`src/rtl/riscv_test_monitor.sv`:
```
// rtl/riscv_test_monitor.sv - end-of-test monitor snooping the register-file write port
//
// Watches writes to DONE_REG, PASS_REG and TNUM_REG. A write of 1 to DONE_REG
// starts a settle window; when it expires the verdict is PASS when the shadowed
// PASS_REG value is 1, otherwise FAIL. A run that reaches TIMEOUT_CYCLES without
// a done write ends in TIMEOUT. Verdicts are sticky until clr or reset.
//
// Ports:
//   clk, rst_n          clock, asynchronous active-low reset
//   en                  arm monitor (level, sampled in IDLE)
//   clr                 synchronous return to IDLE, clears all outputs
//   wr_en/addr/data     register-file write port being snooped
//   done                verdict reached (pass | fail | timeout)
//   pass/fail/timeout   one-hot verdict
//   fail_testnum        test number latched on FAIL/TIMEOUT
//   cycle_cnt           saturating count of RUN+SETTLE cycles
//   led                 {fail|timeout, pass}
module riscv_test_monitor #(
    parameter int CPU_WIDTH      = 32,
    parameter int REG_ADDR_WIDTH = 5,
    parameter int DONE_REG       = 26,
    parameter int PASS_REG       = 27,
    parameter int TNUM_REG       = 3,
    parameter int SETTLE_CYCLES  = 1,
    parameter int TIMEOUT_CYCLES = 50000,
    parameter int CNT_WIDTH      = 32
) (
    input  logic                      clk,
    input  logic                      rst_n,
    input  logic                      en,
    input  logic                      clr,
    input  logic                      wr_en,
    input  logic [REG_ADDR_WIDTH-1:0] wr_addr,
    input  logic [CPU_WIDTH-1:0]      wr_data,
    output logic                      done,
    output logic                      pass,
    output logic                      fail,
    output logic                      timeout,
    output logic [CPU_WIDTH-1:0]      fail_testnum,
    output logic [CNT_WIDTH-1:0]      cycle_cnt,
    output logic [1:0]                led
);

    localparam logic [2:0] S_IDLE    = 3'd0;
    localparam logic [2:0] S_RUN     = 3'd1;
    localparam logic [2:0] S_SETTLE  = 3'd2;
    localparam logic [2:0] S_PASS    = 3'd3;
    localparam logic [2:0] S_FAIL    = 3'd4;
    localparam logic [2:0] S_TIMEOUT = 3'd5;

    localparam int SW = (SETTLE_CYCLES < 2) ? 1 : $clog2(SETTLE_CYCLES + 1);

    logic [2:0]           state;
    logic [SW-1:0]        settle_cnt;
    logic [CPU_WIDTH-1:0] pass_val;
    logic [CPU_WIDTH-1:0] tnum_val;

    logic                 addr_nz;
    logic                 hit_done;
    logic                 hit_pass;
    logic                 hit_tnum;
    logic [CPU_WIDTH-1:0] pass_now;
    logic [CPU_WIDTH-1:0] tnum_now;
    logic [CNT_WIDTH-1:0] cnt_next;
    logic                 at_limit;

    // x0 is hard-wired zero in the core, so writes to it never count.
    assign addr_nz  = (wr_addr != '0);
    assign hit_done = wr_en && addr_nz && (wr_addr == REG_ADDR_WIDTH'(DONE_REG))
                      && (wr_data == CPU_WIDTH'(1));
    assign hit_pass = wr_en && addr_nz && (wr_addr == REG_ADDR_WIDTH'(PASS_REG));
    assign hit_tnum = wr_en && addr_nz && (wr_addr == REG_ADDR_WIDTH'(TNUM_REG));

    // Same-cycle writes are forwarded so the verdict edge sees the newest value.
    assign pass_now = hit_pass ? wr_data : pass_val;
    assign tnum_now = hit_tnum ? wr_data : tnum_val;

    assign cnt_next = (cycle_cnt == '1) ? cycle_cnt : cycle_cnt + CNT_WIDTH'(1);
    assign at_limit = (cycle_cnt == CNT_WIDTH'(TIMEOUT_CYCLES - 1));

    always_ff @(posedge clk or negedge rst_n) begin
        if (!rst_n) begin
            state        <= S_IDLE;
            settle_cnt   <= '0;
            pass_val     <= '0;
            tnum_val     <= '0;
            fail_testnum <= '0;
            cycle_cnt    <= '0;
        end else if (clr) begin
            state        <= S_IDLE;
            settle_cnt   <= '0;
            pass_val     <= '0;
            tnum_val     <= '0;
            fail_testnum <= '0;
            cycle_cnt    <= '0;
        end else begin
            case (state)
                S_IDLE: begin
                    if (en) begin
                        state        <= S_RUN;
                        settle_cnt   <= '0;
                        pass_val     <= '0;
                        tnum_val     <= '0;
                        fail_testnum <= '0;
                        cycle_cnt    <= '0;
                    end
                end
                S_RUN: begin
                    cycle_cnt <= cnt_next;
                    pass_val  <= pass_now;
                    tnum_val  <= tnum_now;
                    // A done write on the limit cycle takes precedence over timeout.
                    if (hit_done) begin
                        state      <= S_SETTLE;
                        settle_cnt <= SW'(SETTLE_CYCLES);
                    end else if (at_limit) begin
                        state        <= S_TIMEOUT;
                        fail_testnum <= tnum_now;
                    end
                end
                S_SETTLE: begin
                    cycle_cnt <= cnt_next;
                    pass_val  <= pass_now;
                    tnum_val  <= tnum_now;
                    if (settle_cnt == '0) begin
                        if (pass_now == CPU_WIDTH'(1)) begin
                            state <= S_PASS;
                        end else begin
                            state        <= S_FAIL;
                            fail_testnum <= tnum_now;
                        end
                    end else begin
                        settle_cnt <= settle_cnt - SW'(1);
                    end
                end
                S_PASS, S_FAIL, S_TIMEOUT: begin
                    state <= state;
                end
                default: begin
                    state <= S_IDLE;
                end
            endcase
        end
    end

    // Outputs decode only the state register, so there is no input-to-output path.
    assign pass    = (state == S_PASS);
    assign fail    = (state == S_FAIL);
    assign timeout = (state == S_TIMEOUT);
    assign done    = pass | fail | timeout;
    assign led     = {fail | timeout, pass};

endmodule

```
`config.mk`:
```
export PLATFORM = sky130hd
export DESIGN_NAME = riscv_test_monitor
export DESIGN_NICKNAME = d
export VERILOG_FILES = /design/src/rtl/riscv_test_monitor.sv
export SDC_FILE = /design/constraint.sdc
export NUM_CORES = 1
export LEC_CHECK = 0
export BUFFER_PORTS_ARGS = -buffer_cell sky130_fd_sc_hd__buf_2
export CORE_AREA = 4 4 111 113
export DETAILED_ROUTE_END_ITERATION = 10
export DIE_AREA = 0 0 115 117
export PLACE_DENSITY_LB_ADDON = 0.15
export SETUP_SLACK_MARGIN = 0.05
export SLEW_MARGIN = 15
export SYNTH_ARGS = -nofsm -noshare
export SYNTH_HDL_FRONTEND = slang
export SYNTH_SLANG_ARGS = --single-unit
```
`constraint.sdc`:
```
create_clock -name clk -period 5.7 [get_ports clk]
set_clock_uncertainty 0.1 [all_clocks]
set_input_delay 0 -clock clk [delete_from_list [all_inputs] [get_ports clk]]
set_output_delay 0 -clock clk [all_outputs]
set_load 0.005 [all_outputs]
```
==> results.toml <==
[setup_path]
path_buf_inv = 0
cpPeakStageDelay_ns = 0.76
crit_path_max_fanout = 20
slowest_stage = "nand4b_1"
crit_chain = "ha_1, nand3_1, nor4_1, nand4b_1, nand2_1, o21ai_0, o31ai_1"
critPathTopFamily = "simple AND/OR/NAND/NOR gates"
critPathLaunch = "cycle_cnt[0]"
end_kind = "flip-flop"
arrival_ns = 3.24
crit_path_start_kind = "flip-flop"
rr_startpoint = "cycle_cnt[0]"
critPathRequiredTime_ns = 5.91
crit_type = "flip-flop to flip-flop"

[timing]
rsz0062_at_grt = "false"
fmax_mhz = 330
fin_crit_sh_pct = 53.1
slew_violations = 0
tightestPinTransition_ns = 1.14
fin_tns_setup_ns = 0
relSlewSlack_pct = 23.5
finalCriticalPeriod_ns = 3.03
setup_violations = 0
hold_viol = 0

[place]
placedInstanceArea_um2 = 6780
finalWeightedCongestion = 0.854
dp_cells = 772
dp_hpwl_um = 11000
io_buffers = 111

[routing]
drc = 0
wirelength_um = 16800
wl_per_cell_um = 19.9
drt_iter0_drc = 399
vias = 5223
antenna_left = 0
vias_per_cell = 6.21
drtPass1Iterations = 7

[global_route]
grt.total_usage_pct = 25.8
first_global_vias = 5122
grtUsageMet3_pct = 5.76
use_met1_pct = 34.2
grt_first_pass_wirelength_um = 26800
grt_max_degree = 70
met2_usage_pct = 40.6
antenna_found_initial = 2
gr-max-usage-layer = "met2"
grt-ovfl-total = 0

[synth]
synth-seq-cells = 132
synth_warnings = 0
netlist-cell-type-count = 52
synth_area_leaders = "dfrtp_1, a22o_1, mux2i_1"
postSynthCellCount = 544
synth_commonest_cells = "dfrtp_1, a22o_1, nor2_1"
async_reset_ff_share_pct = 100
synth_most_common_cell = "dfrtp_1"
syn-num-nets = 587
yosys.area.top_type = "dfrtp_1"
synthFlopType = "dfrtp_1"
syn-cell-area_um2 = 6140
synth-edff-count = 0
synth.top_cell.area_share_pct = 53.8
syn_avg_cell_area_um2 = 11.3
ys_seq_area_share_pct = 53.8

[die]
pin_count = 112
initial_core_util_pct = 54.2
rows = 39
core_region_area_um2 = 11300
die_w_um = 115
fp.dieH_um = 117
die_area_um2 = 13500

[cts]
numCtsBuffers = 17
cts_root_buf = "clkbuf_16"
clk-insertion-delay-late_ns = 0.43
clock_path_buffers = 2
cts.htree.levels = 4
clk_pin_slew_ns = 0.05
cts.sinks = 132
ctsResizeCount = 0
cts_tree = "yes"

[layout]
final_cells = 841
final_core_util_pct = 68.5
areaGrowthSynthToFinish_pct = 26.3
design_area_um2 = 7750
fin_nets = 726
layout-drive-gt1-share_pct = 23.6
filler_cell_count = 842

[outcome]
status = "complete, no violations"

[job]
drv_cap = 0

[power]
p_leak_nw = 3.82
worst_ir_drop_vdd_uv = 203
cellPowerDensity_nw_per_um2 = 317

[worst_hold_path]
hp-class = "input port to flip-flop"
worstHoldStart = "wr_addr[0]"
layout by cell type (no fill, tap or decap), types with 6 or more instances in the layout:
cell type	n
a22o_1	64
and3_1	6
buf_2	110
buf_4	8
clkbuf_16	17
dfrtp_1	132
dlygate4sd3_1	35
mux2i_1	33
nand2_1	26
nand3_1	20
nand4_1	16
nor2_1	34
nor3_1	14
nor4_1	25
o21ai_0	17
o2bb2ai_1	32
xnor2_1	7
xor2_1	12
area by class of cell:
type / instances / area [µm²] / area share [%]
Sequential cell: 132 / 3300 / 42.6
Antenna cell: 2 / 5.00 / 0.0646
Clock inverter: 8 / 123 / 1.58
Inverter: 5 / 18.8 / 0.242
Tap cell: 143 / 179 / 2.31
Clock buffer: 24 / 492 / 6.34
Multi-Input combinational cell: 374 / 2670 / 34.5
Timing Repair Buffer: 153 / 961 / 12.4
power by group:
part	total, W	internal, W	switching (W)
combinational	0.000342	0.0000975	0.000244
clock	0.00114	0.000732	0.000406
sequential	0.000976	0.000949	0.0000263
total	0.00246	0.00178	0.000677
logic make-up after synthesis:
| family | after synthesis | synth area share, % |
|---|---|---|
| adder cells (fa/ha/maj) | 1 | 0.204 |
| AO/OA/AOI/OAI | 140 | 18.3 |
| AND/OR/NAND/NOR | 181 | 16.7 |
| buffers and inverters | 38 | 2.90 |
| multiplexers | 33 | 5.38 |
| flip-flops | 132 | 53.8 |
| XOR/XNOR | 19 | 2.71 |
what timing repair did:
action                                  CTS  global route
hold buffers                             35             0
endpoints found under the setup margin    0             0
endpoints found under the hold margin   168             0
buffers inserted                          0             0
sequential cells by signal, indices dropped and copies added (netlist names):
register / flops
cycle_cnt: 32
fail_testnum: 32
pass_val: 32
tnum_val: 32
state: 3
settle_cnt: 1
metal layers:
metal,vias up,share of wire (%)
met5,-,0.054
met4,2,2.8
met3,46,5.8
met2,204,48
met1,2601,43
li1,2370,-
through the flow:
stage                     hold WS, ns  setup WS, ns  power, W
final                          0.0791          2.67   0.00246
after global routing            0.110          2.44   0.00254
after CTS                      0.0706          2.71   0.00247
after detailed placement       0.0676          2.62   0.00131
after global placement         0.0645          2.70   0.00130
after floorplan                -0.396          3.69   0.00119
final timing paths:
path | slack (ns) | endpoint | depth (start not counted)
max | 2.67 | cycle_cnt[13] | 7
min | 0.08 | state[0] | 5
max reg2reg | 2.67 | cycle_cnt[13] | 7
min reg2reg | 0.38 | fail_testnum[9] | 1
max in group asynchronous | 4.04 | fail_testnum[26] | 3
min in group asynchronous | 0.13 | cycle_cnt[8] | 2
tightest hold or removal path: stages:
cell     delay, ns
buf_2         0.14
nand4_1       0.09
or3_1         0.11
a31o_2        0.15
o21ai_0       0.06
Power figures use the tool's default switching activity.
